$ cat src/rtl/ethernet_udp_receive.sv
// ethernet_udp_receive
// Receive side of the MII Ethernet/UDP link. The PHY receive pins are
// oversampled on the system clock: rx_clk is synchronized and treated as
// data, and a nibble is taken on each synchronized 0->1 transition. The
// receiver hunts for preamble/SFD and parses the Ethernet II, IPv4 and UDP
// headers. It accepts a frame only when the destination MAC, IP and UDP port
// all match the local ones. It then streams the UDP payload and reports the
// CRC-32 status when the frame ends.
//
// Ports
//   clk, reset             system clock, synchronous active-high reset
//   eth_rx_clk/dv/d        raw MII receive pins (rx_clk treated as data)
//   local_mac/ip/port      destination filter (broadcast MAC always accepted)
//   data/data_valid/last   payload byte stream, one-cycle strobes
//   src_mac/ip/port        sender identity of the current accepted frame
//   frame_done/frame_ok    end-of-frame strobe and its good/bad status
module ethernet_udp_receive #(
    parameter int MAX_BYTES = 256,
    parameter int SYNC      = 2
) (
    input  logic        clk,
    input  logic        reset,
    input  logic        eth_rx_clk,
    input  logic        eth_rx_dv,
    input  logic [3:0]  eth_rx_d,
    input  logic [47:0] local_mac,
    input  logic [31:0] local_ip,
    input  logic [15:0] local_port,
    output logic [7:0]  data,
    output logic        data_valid,
    output logic        data_last,
    output logic [47:0] src_mac,
    output logic [31:0] src_ip,
    output logic [15:0] src_port,
    output logic        frame_done,
    output logic        frame_ok
);

    localparam logic [31:0] CRC_RESIDUE = 32'hDEBB20E3;
    localparam logic [15:0] HDR_LAST    = 16'd41;

    typedef enum logic [2:0] {
        S_IDLE,
        S_PREAMBLE,
        S_HEADER,
        S_PAYLOAD,
        S_TRAIL,
        S_DROP
    } state_t;

    // Bit-serial reflected CRC-32 step for one byte, LSB first.
    function automatic logic [31:0] crc32_byte(input logic [31:0] crc_in,
                                               input logic [7:0]  byte_in);
        logic [31:0] c;
        c = crc_in;
        for (int i = 0; i < 8; i++) begin
            if (c[0] ^ byte_in[i]) c = (c >> 1) ^ 32'hEDB88320;
            else                   c = c >> 1;
        end
        return c;
    endfunction

    // ------------------------------------------------------------------
    // Input synchronizers. All three pins go through the same depth so the
    // nibble and dv seen at the rx_clk edge belong together. These flops
    // are deliberately not reset so that rx_dv is still tracked while
    // reset is held in the middle of a frame.
    // ------------------------------------------------------------------
    logic [SYNC-1:0] rx_clk_sync_q;
    logic [SYNC-1:0] rx_dv_sync_q;
    logic [3:0]      rx_d_sync_q [SYNC];
    logic            rx_clk_prev_q;

    always_ff @(posedge clk) begin
        rx_clk_sync_q[0] <= eth_rx_clk;
        rx_dv_sync_q[0]  <= eth_rx_dv;
        rx_d_sync_q[0]   <= eth_rx_d;
        for (int i = 1; i < SYNC; i++) begin
            rx_clk_sync_q[i] <= rx_clk_sync_q[i-1];
            rx_dv_sync_q[i]  <= rx_dv_sync_q[i-1];
            rx_d_sync_q[i]   <= rx_d_sync_q[i-1];
        end
        rx_clk_prev_q <= rx_clk_sync_q[SYNC-1];
    end

    logic       rx_clk_s;
    logic       rx_dv_s;
    logic [3:0] rx_d_s;
    logic       nib_stb;
    logic       byte_stb;
    logic [7:0] byte_val;

    assign rx_clk_s = rx_clk_sync_q[SYNC-1];
    assign rx_dv_s  = rx_dv_sync_q[SYNC-1];
    assign rx_d_s   = rx_d_sync_q[SYNC-1];
    assign nib_stb  = rx_clk_s & ~rx_clk_prev_q;

    // ------------------------------------------------------------------
    // State
    // ------------------------------------------------------------------
    state_t      state_q, state_d;
    logic        armed_q, armed_d;        // rx_dv low seen since reset
    logic        phase_q, phase_d;        // 1: low nibble held, waiting for high
    logic [3:0]  low_nib_q, low_nib_d;
    logic [15:0] cnt_q, cnt_d;            // header index, then payload index
    logic [15:0] pay_len_q, pay_len_d;
    logic [2:0]  trail_q, trail_d;        // trailing bytes, saturates at 4
    logic [31:0] crc_q, crc_d;

    // Header fields captured as they stream past
    logic [47:0] hdst_mac_q, hdst_mac_d;
    logic [47:0] hsrc_mac_q, hsrc_mac_d;
    logic [15:0] etype_q, etype_d;
    logic [7:0]  ver_ihl_q, ver_ihl_d;
    logic [7:0]  proto_q, proto_d;
    logic [31:0] hsrc_ip_q, hsrc_ip_d;
    logic [31:0] hdst_ip_q, hdst_ip_d;
    logic [15:0] hsrc_port_q, hsrc_port_d;
    logic [15:0] hdst_port_q, hdst_port_d;
    logic [15:0] ulen_q, ulen_d;

    // Registered outputs
    logic [7:0]  data_q, data_d;
    logic        data_valid_q, data_valid_d;
    logic        data_last_q, data_last_d;
    logic [47:0] src_mac_q, src_mac_d;
    logic [31:0] src_ip_q, src_ip_d;
    logic [15:0] src_port_q, src_port_d;
    logic        frame_done_q, frame_done_d;
    logic        frame_ok_q, frame_ok_d;

    assign byte_stb = nib_stb & rx_dv_s & phase_q;
    assign byte_val = {rx_d_s, low_nib_q};

    logic hdr_ok;
    assign hdr_ok = ((hdst_mac_q == local_mac) || (hdst_mac_q == 48'hFFFF_FFFF_FFFF))
                 && (etype_q == 16'h0800)
                 && (ver_ihl_q == 8'h45)
                 && (proto_q == 8'd17)
                 && (hdst_ip_q == local_ip)
                 && (hdst_port_q == local_port)
                 && (ulen_q >= 16'd8)
                 && (ulen_q <= 16'(MAX_BYTES + 8));

    always_comb begin
        state_d      = state_q;
        armed_d      = armed_q;
        phase_d      = phase_q;
        low_nib_d    = low_nib_q;
        cnt_d        = cnt_q;
        pay_len_d    = pay_len_q;
        trail_d      = trail_q;
        crc_d        = crc_q;
        hdst_mac_d   = hdst_mac_q;
        hsrc_mac_d   = hsrc_mac_q;
        etype_d      = etype_q;
        ver_ihl_d    = ver_ihl_q;
        proto_d      = proto_q;
        hsrc_ip_d    = hsrc_ip_q;
        hdst_ip_d    = hdst_ip_q;
        hsrc_port_d  = hsrc_port_q;
        hdst_port_d  = hdst_port_q;
        ulen_d       = ulen_q;
        data_d       = data_q;
        data_valid_d = 1'b0;
        data_last_d  = 1'b0;
        src_mac_d    = src_mac_q;
        src_ip_d     = src_ip_q;
        src_port_d   = src_port_q;
        frame_done_d = 1'b0;
        frame_ok_d   = 1'b0;

        // Nibble pairing is shared by every state that lives after the SFD.
        if ((state_q == S_HEADER || state_q == S_PAYLOAD || state_q == S_TRAIL)
                && rx_dv_s && nib_stb) begin
            phase_d = ~phase_q;
            if (!phase_q) low_nib_d = rx_d_s;
        end

        // The whole post-SFD byte stream, FCS included, feeds the CRC.
        if ((state_q == S_HEADER || state_q == S_PAYLOAD || state_q == S_TRAIL) && byte_stb)
            crc_d = crc32_byte(crc_q, byte_val);

        case (state_q)
            S_IDLE: begin
                if (!rx_dv_s) begin
                    armed_d = 1'b1;
                end else if (nib_stb && armed_q) begin
                    state_d = (rx_d_s == 4'h5) ? S_PREAMBLE : S_DROP;
                end
            end

            S_PREAMBLE: begin
                if (!rx_dv_s) begin
                    state_d = S_IDLE;
                end else if (nib_stb) begin
                    // Preamble nibbles are all 5, so a D here completes 0xD5.
                    // Byte phase restarts from the first nibble after it.
                    if (rx_d_s == 4'hD) begin
                        state_d = S_HEADER;
                        phase_d = 1'b0;
                        cnt_d   = '0;
                        crc_d   = 32'hFFFF_FFFF;
                    end else if (rx_d_s != 4'h5) begin
                        state_d = S_DROP;
                    end
                end
            end

            S_HEADER: begin
                if (!rx_dv_s) begin
                    state_d = S_IDLE;
                    phase_d = 1'b0;
                end else if (byte_stb) begin
                    cnt_d = cnt_q + 16'd1;
                    if (cnt_q < 16'd6)
                        hdst_mac_d = {hdst_mac_q[39:0], byte_val};
                    else if (cnt_q < 16'd12)
                        hsrc_mac_d = {hsrc_mac_q[39:0], byte_val};
                    else if (cnt_q < 16'd14)
                        etype_d = {etype_q[7:0], byte_val};
                    else if (cnt_q == 16'd14)
                        ver_ihl_d = byte_val;
                    else if (cnt_q == 16'd23)
                        proto_d = byte_val;
                    else if (cnt_q >= 16'd26 && cnt_q < 16'd30)
                        hsrc_ip_d = {hsrc_ip_q[23:0], byte_val};
                    else if (cnt_q >= 16'd30 && cnt_q < 16'd34)
                        hdst_ip_d = {hdst_ip_q[23:0], byte_val};
                    else if (cnt_q >= 16'd34 && cnt_q < 16'd36)
                        hsrc_port_d = {hsrc_port_q[7:0], byte_val};
                    else if (cnt_q >= 16'd36 && cnt_q < 16'd38)
                        hdst_port_d = {hdst_port_q[7:0], byte_val};
                    else if (cnt_q >= 16'd38 && cnt_q < 16'd40)
                        ulen_d = {ulen_q[7:0], byte_val};

                    // Last UDP checksum byte: every checked field is in place.
                    if (cnt_q == HDR_LAST) begin
                        if (hdr_ok) begin
                            src_mac_d  = hsrc_mac_q;
                            src_ip_d   = hsrc_ip_q;
                            src_port_d = hsrc_port_q;
                            pay_len_d  = ulen_q - 16'd8;
                            cnt_d      = '0;
                            trail_d    = '0;
                            state_d    = (ulen_q == 16'd8) ? S_TRAIL : S_PAYLOAD;
                        end else begin
                            state_d = S_DROP;
                        end
                    end
                end
            end

            S_PAYLOAD: begin
                if (!rx_dv_s) begin
                    // Frame ended before the UDP length was satisfied.
                    frame_done_d = 1'b1;
                    state_d      = S_IDLE;
                    phase_d      = 1'b0;
                end else if (byte_stb) begin
                    data_d       = byte_val;
                    data_valid_d = 1'b1;
                    cnt_d        = cnt_q + 16'd1;
                    if (cnt_q == pay_len_q - 16'd1) begin
                        data_last_d = 1'b1;
                        state_d     = S_TRAIL;
                    end
                end
            end

            S_TRAIL: begin
                if (!rx_dv_s) begin
                    frame_done_d = 1'b1;
                    frame_ok_d   = (crc_q == CRC_RESIDUE) && (trail_q >= 3'd4) && !phase_q;
                    state_d      = S_IDLE;
                    phase_d      = 1'b0;
                end else if (byte_stb && trail_q < 3'd4) begin
                    trail_d = trail_q + 3'd1;
                end
            end

            S_DROP: begin
                if (!rx_dv_s) state_d = S_IDLE;
            end

            default: state_d = S_IDLE;
        endcase
    end

    always_ff @(posedge clk) begin
        if (reset) begin
            state_q      <= S_IDLE;
            armed_q      <= 1'b0;
            phase_q      <= 1'b0;
            low_nib_q    <= '0;
            cnt_q        <= '0;
            pay_len_q    <= '0;
            trail_q      <= '0;
            crc_q        <= 32'hFFFF_FFFF;
            hdst_mac_q   <= '0;
            hsrc_mac_q   <= '0;
            etype_q      <= '0;
            ver_ihl_q    <= '0;
            proto_q      <= '0;
            hsrc_ip_q    <= '0;
            hdst_ip_q    <= '0;
            hsrc_port_q  <= '0;
            hdst_port_q  <= '0;
            ulen_q       <= '0;
            data_q       <= '0;
            data_valid_q <= 1'b0;
            data_last_q  <= 1'b0;
            src_mac_q    <= '0;
            src_ip_q     <= '0;
            src_port_q   <= '0;
            frame_done_q <= 1'b0;
            frame_ok_q   <= 1'b0;
        end else begin
            state_q      <= state_d;
            armed_q      <= armed_d;
            phase_q      <= phase_d;
            low_nib_q    <= low_nib_d;
            cnt_q        <= cnt_d;
            pay_len_q    <= pay_len_d;
            trail_q      <= trail_d;
            crc_q        <= crc_d;
            hdst_mac_q   <= hdst_mac_d;
            hsrc_mac_q   <= hsrc_mac_d;
            etype_q      <= etype_d;
            ver_ihl_q    <= ver_ihl_d;
            proto_q      <= proto_d;
            hsrc_ip_q    <= hsrc_ip_d;
            hdst_ip_q    <= hdst_ip_d;
            hsrc_port_q  <= hsrc_port_d;
            hdst_port_q  <= hdst_port_d;
            ulen_q       <= ulen_d;
            data_q       <= data_d;
            data_valid_q <= data_valid_d;
            data_last_q  <= data_last_d;
            src_mac_q    <= src_mac_d;
            src_ip_q     <= src_ip_d;
            src_port_q   <= src_port_d;
            frame_done_q <= frame_done_d;
            frame_ok_q   <= frame_ok_d;
        end
    end

    assign data       = data_q;
    assign data_valid = data_valid_q;
    assign data_last  = data_last_q;
    assign src_mac    = src_mac_q;
    assign src_ip     = src_ip_q;
    assign src_port   = src_port_q;
    assign frame_done = frame_done_q;
    assign frame_ok   = frame_ok_q;

endmodule

$ cat config.mk
export PLATFORM = sky130hd
export DESIGN_NAME = ethernet_udp_receive
export DESIGN_NICKNAME = d
export VERILOG_FILES = /design/src/rtl/ethernet_udp_receive.sv
export SDC_FILE = /design/constraint.sdc
export NUM_CORES = 1
export LEC_CHECK = 0
export CORE_MARGIN = 1.5
export CORE_UTILIZATION = 56
export CTS_BUF_LIST = sky130_fd_sc_hd__clkbuf_16
export DETAILED_ROUTE_END_ITERATION = 10
export GPL_TIMING_DRIVEN = 0
export PLACE_DENSITY = 0.85
export SYNTH_ARGS = -nofsm -noshare
export SYNTH_HDL_FRONTEND = slang
export SYNTH_SLANG_ARGS = --single-unit
$ cat constraint.sdc
create_clock -name clk -period 3.7 [get_ports clk]
set_clock_uncertainty 0.1 [all_clocks]
set_input_delay 0.37 -clock clk [delete_from_list [all_inputs] [get_ports clk]]
set_output_delay 0.37 -clock clk [all_outputs]
set_load 0.01 [all_outputs]
==> report_table.html <==
<table>
<tr><th>Metric</th><th>Value</th></tr>
<tr><th colspan="2">Status</th></tr>
<tr><td>Run status</td><td>finished, final reports clean</td></tr>
<tr><th colspan="2">Min path</th></tr>
<tr><td>Min-Delay Path Depth</td><td>1</td></tr>
<tr><td>Min-Delay Startpoint</td><td>eth_rx_d[1]</td></tr>
<tr><td>Worst hold path type</td><td>input port to flip-flop</td></tr>
<tr><td>Hold endpoint</td><td>rx_d_sync_q[0][1]</td></tr>
<tr><th colspan="2">Layout</th></tr>
<tr><td>Core utilization of the finished layout</td><td>0.698</td></tr>
<tr><td>Final Net Count</td><td>2478</td></tr>
<tr><td>Synth-to-layout area growth</td><td>22.9%</td></tr>
<tr><td>Share of cells above drive strength 1</td><td>0.0459</td></tr>
<tr><th colspan="2">Synthesis</th></tr>
<tr><td>Cell area after synthesis</td><td>0.0184 mm2</td></tr>
<tr><td>Multiplexer share of the synthesized area</td><td>0.0990</td></tr>
<tr><td>Main combinational cell family by area after synthesis</td><td>simple AND/OR/NAND/NOR gates</td></tr>
<tr><td>Share of the synthesized area in the top cell type</td><td>0.475</td></tr>
<tr><td>Adder-cell share of the synthesized area</td><td>0.00543</td></tr>
<tr><td>Most frequent cell after synthesis</td><td>sky130_fd_sc_hd__dfxtp_1</td></tr>
<tr><td>Post-synthesis net count</td><td>2220</td></tr>
<tr><td>Cell types occupying the most area after synthesis</td><td>sky130_fd_sc_hd__dfxtp_1, sky130_fd_sc_hd__mux2i_1, sky130_fd_sc_hd__nand2_1, sky130_fd_sc_hd__xor2_1, sky130_fd_sc_hd__a21oi_1</td></tr>
<tr><td>Basic-gate share of the synthesized area counting and, or, nand and nor cells</td><td>0.204</td></tr>
<tr><td>Most used standard cells in the synthesized netlist</td><td>sky130_fd_sc_hd__dfxtp_1, sky130_fd_sc_hd__nand2_1, sky130_fd_sc_hd__nor2_1, sky130_fd_sc_hd__a21oi_1, sky130_fd_sc_hd__mux2i_1</td></tr>
<tr><td>Post-synthesis sequential area ratio</td><td>0.475</td></tr>
<tr><td>Post-synthesis share of cell area spent on xor and xnor gates</td><td>0.0965</td></tr>
<tr><td>Share of synthesized flip-flops with an asynchronous set or reset</td><td>0</td></tr>
<tr><td>Synth Area in Compound Gates</td><td>0.0869</td></tr>
<tr><td>Number of synthesized flops with an enable pin</td><td>0</td></tr>
<tr><td>Most used DFF post-synth</td><td>sky130_fd_sc_hd__dfxtp_1</td></tr>
<tr><td>Synth warn</td><td>0</td></tr>
<tr><td>Number of standard cells after synthesis</td><td>2108</td></tr>
<tr><td>Flip-flop and latch count after synthesis</td><td>437</td></tr>
<tr><td>Cell taking the most area after synthesis</td><td>sky130_fd_sc_hd__dfxtp_1</td></tr>
<tr><td>Mean instance size in the synthesized netlist</td><td>8.74 um2</td></tr>
<tr><td>Distinct cell type count of the synthesized netlist</td><td>62</td></tr>
<tr><th colspan="2">Timing</th></tr>
<tr><td>Highest attainable clock frequency</td><td>280 MHz</td></tr>
<tr><td>Total setup violations reported at the end of the flow</td><td>0</td></tr>
<tr><td>Final Hold Fails</td><td>0</td></tr>
<tr><td>Slew at the pin closest to its max-slew limit</td><td>1090 ps</td></tr>
<tr><td>Final period demand of the worst path</td><td>3580 ps</td></tr>
<tr><td>Pins Over Slew Limit</td><td>0</td></tr>
<tr><td>Final period util</td><td>0.966</td></tr>
<tr><td>Max-Slew Margin vs Limit</td><td>0.267</td></tr>
<tr><td>Setup repair after global routing missed its margin</td><td>false</td></tr>
<tr><td>Setup TNS</td><td>0 ps</td></tr>
<tr><th colspan="2">CTS</th></tr>
<tr><td>Clock insertion delay at the later pin of the skew report</td><td>550 ps</td></tr>
<tr><td>Clock tree from TritonCTS</td><td>built</td></tr>
<tr><td>Clock transition at the registers of the reported paths</td><td>70 ps</td></tr>
<tr><td>Number of hold buffers added after cts</td><td>0</td></tr>
<tr><td>Clock Sink Count</td><td>437</td></tr>
<tr><td>Clock buffers created by TritonCTS</td><td>43</td></tr>
<tr><td>Clock Tree Root</td><td>sky130_fd_sc_hd__clkbuf_16</td></tr>
<tr><td>Number of H-tree levels</td><td>2</td></tr>
<tr><td>Max Buffers Root-to-Sink</td><td>3</td></tr>
<tr><th colspan="2">Placed design</th></tr>
<tr><td>Quantity of I/O buffers inserted on ports</td><td>211</td></tr>
<tr><td>Routability congestion estimate from global placement</td><td>0.915</td></tr>
<tr><td>DP Wirelength</td><td>37000 um</td></tr>
<tr><th colspan="2">Worst setup path</th></tr>
<tr><td>Maximum fanout count along the critical path</td><td>10</td></tr>
<tr><td>Startpoint Class</td><td>flip-flop</td></tr>
<tr><td>Endpoint type of the worst setup path</td><td>flip-flop</td></tr>
<tr><td>Worst Path Arrival</td><td>3950 ps</td></tr>
<tr><td>Worst reg2reg path endpoint</td><td>hsrc_port_q[7]</td></tr>
<tr><td>Required time of the critical path</td><td>4080 ps</td></tr>
<tr><td>WS Path Type</td><td>flip-flop to flip-flop</td></tr>
<tr><td>Number of cells on the worst reg-to-reg path</td><td>10</td></tr>
<tr><td>Flop-to-flop setup slack</td><td>120 ps</td></tr>
<tr><td>Source of the worst register-to-register timing path</td><td>rx_clk_sync_q[1]</td></tr>
<tr><th colspan="2">Global routing</th></tr>
<tr><td>Sum of overflow across all layers after global routing</td><td>0</td></tr>
<tr><td>Wire length of the first global-routing pass</td><td>81400 um</td></tr>
<tr><td>Global-route total usage across every layer</td><td>0.300</td></tr>
<tr><td>Vias in the first global route</td><td>15900</td></tr>
<tr><td>Largest net degree at the start of global routing</td><td>16</td></tr>
<tr><td>Initial antenna violation count</td><td>0</td></tr>
<tr><th colspan="2">Flow run</th></tr>
<tr><td>Count of max-cap constraint violations</td><td>0</td></tr>
<tr><th colspan="2">Drt</th></tr>
<tr><td>Iter 0 DRT Violations</td><td>1435</td></tr>
<tr><td>Average via count per standard cell</td><td>5.70</td></tr>
<tr><td>Iteration count of the initial detailed-routing pass</td><td>6</td></tr>
<tr><td>Total Routed Length</td><td>51800 um</td></tr>
<tr><td>Post-route DRC</td><td>0</td></tr>
<tr><td>Remaining antenna violation count</td><td>0</td></tr>
<tr><td>Routed vias</td><td>16200</td></tr>
<tr><td>Routed length per instance</td><td>18.2 um</td></tr>
<tr><th colspan="2">Die</th></tr>
<tr><td>FP Rows</td><td>66</td></tr>
<tr><td>Core Footprint</td><td>0.0325 mm2</td></tr>
<tr><td>Number of primary I/O pins</td><td>212</td></tr>
<tr><td>Starting density of the core</td><td>0.568</td></tr>
<tr><td>Horiz. Die Dim</td><td>184 um</td></tr>
<tr><td>Floorplan die area</td><td>0.0340 mm2</td></tr>
<tr><td>Die extent in y</td><td>184 um</td></tr>
<tr><th colspan="2">Power</th></tr>
<tr><td>Areal power density over the cells</td><td>443 mW/mm2</td></tr>
<tr><td>Leakage component of the power</td><td>7.98 nW</td></tr>
<tr><td>Max IR drop VDD</td><td>0.369 mV</td></tr>
<tr><td>Total power</td><td>10.0 mW</td></tr>
</table>
how the worst max path moves through the flow:
stage | start | end | slack, ps
global placement | local_mac[29] | src_mac[45] | -550
floorplan | local_ip[8] | cnt_q[6] | 1120
CTS | ulen_q[9] | pay_len_q[6] | 90
finish | rx_clk_sync_q[1] | hsrc_port_q[7] | 120
detailed placement | local_mac[29] | pay_len_q[3] | -600
global route | rx_clk_sync_q[1] | ulen_q[7] | 2
metrics by stage:
step	setup slack (ps)	cells	instance area, um2	hold WS (ps)
5_1_grt	2.48	2841	22600	169
3_3_place_gp	-554	2761	21100	213
6_report	124	2842	22600	169
3_5_place_dp	-602	2761	21100	214
2_1_floorplan	1120	2108	18400	210
4_1_cts	89.4	2839	22600	157
cell families after synthesis:
kind of cell,count (synthesis)
AND/OR/NAND/NOR,853
buffers and inverters,144
multiplexers,182
flip-flops,437
AO/OA/AOI/OAI,281
adder cells (fa/ha/maj),8
XOR/XNOR,203
cells in the final DEF (no fill, tap or decap), types with 6 or more instances in the layout:
cell / n
sky130_fd_sc_hd__o21a_1: 9
sky130_fd_sc_hd__mux2i_1: 181
sky130_fd_sc_hd__nor4_1: 42
sky130_fd_sc_hd__clkdlybuf4s50_1: 211
sky130_fd_sc_hd__nand2_1: 426
sky130_fd_sc_hd__inv_1: 25
sky130_fd_sc_hd__xnor2_1: 85
sky130_fd_sc_hd__and3_1: 6
sky130_fd_sc_hd__bufinv_16: 10
sky130_fd_sc_hd__nor2_1: 226
sky130_fd_sc_hd__nor2b_1: 10
sky130_fd_sc_hd__ha_1: 8
sky130_fd_sc_hd__dfxtp_1: 437
sky130_fd_sc_hd__nand3_1: 20
sky130_fd_sc_hd__o211ai_1: 33
sky130_fd_sc_hd__buf_2: 20
sky130_fd_sc_hd__clkbuf_1: 99
sky130_fd_sc_hd__xor2_1: 118
sky130_fd_sc_hd__o21ai_0: 8
sky130_fd_sc_hd__and2_1: 7
sky130_fd_sc_hd__nor4b_1: 7
sky130_fd_sc_hd__clkbuf_16: 43
sky130_fd_sc_hd__nor3_1: 21
sky130_fd_sc_hd__nand4_1: 39
sky130_fd_sc_hd__a21oi_1: 201
sky130_fd_sc_hd__nand3b_1: 7
metal layers:
layer / GRT usage / vias up / wire length (um)
met3: 0.0528 / 159 / 4120
met2: 0.502 / 786 / 24200
met1: 0.374 / 7615 / 21200
met5: 0 / - / 0
met4: 0.148 / 0 / 2260
li1: - / 7643 / -
area by class of cell:
cell class | count | area (um2)
diodes | 1 | 2.50
plain buffers | 129 | 551
clock buffers | 43 | 1080
clock inverters | 35 | 439
fillers | 2420 | 9810
inverters | 15 | 56.3
multi-input cells | 1527 | 9090
flip-flops and latches | 437 | 8750
well taps | 442 | 553
repair buffers | 213 | 2130
power by group:
part	internal, mW	leakage, nW	total, mW	switching, mW
clock	2.83	0.774	4.71	1.87
sequential	4.73	3.52	4.74	0.0159
combinational	0.247	3.68	0.585	0.339
total	7.80	7.98	10.0	2.23
flip-flops by register name, summed over array words and instances (netlist names), 32 cells and up:
signal / cells
crc_q: 32
hdst_ip_q: 32
hdst_mac_q: 48
hsrc_ip_q: 32
hsrc_mac_q: 48
src_ip: 32
src_mac: 48
repair_timing:
action                                  CTS  global route
buffers inserted                          0             2
pin swaps                                 0             1
endpoints found under the setup margin  112           122
hold endpoints to repair                  0             0
resized for setup                         3             1
critical path, cell delays in order (launching register included):
cell,delay [ps]
sky130_fd_sc_hd__dfxtp_1,320
sky130_fd_sc_hd__nor2b_1,400
sky130_fd_sc_hd__nand3_1,360
sky130_fd_sc_hd__nor3_1,360
sky130_fd_sc_hd__o2111ai_1,190
sky130_fd_sc_hd__nor3_1,720
sky130_fd_sc_hd__and2_1,250
sky130_fd_sc_hd__clkbuf_1,260
sky130_fd_sc_hd__buf_2,270
sky130_fd_sc_hd__nand2_1,80
sky130_fd_sc_hd__a21oi_1,190
Power figures use the tool's default switching activity.
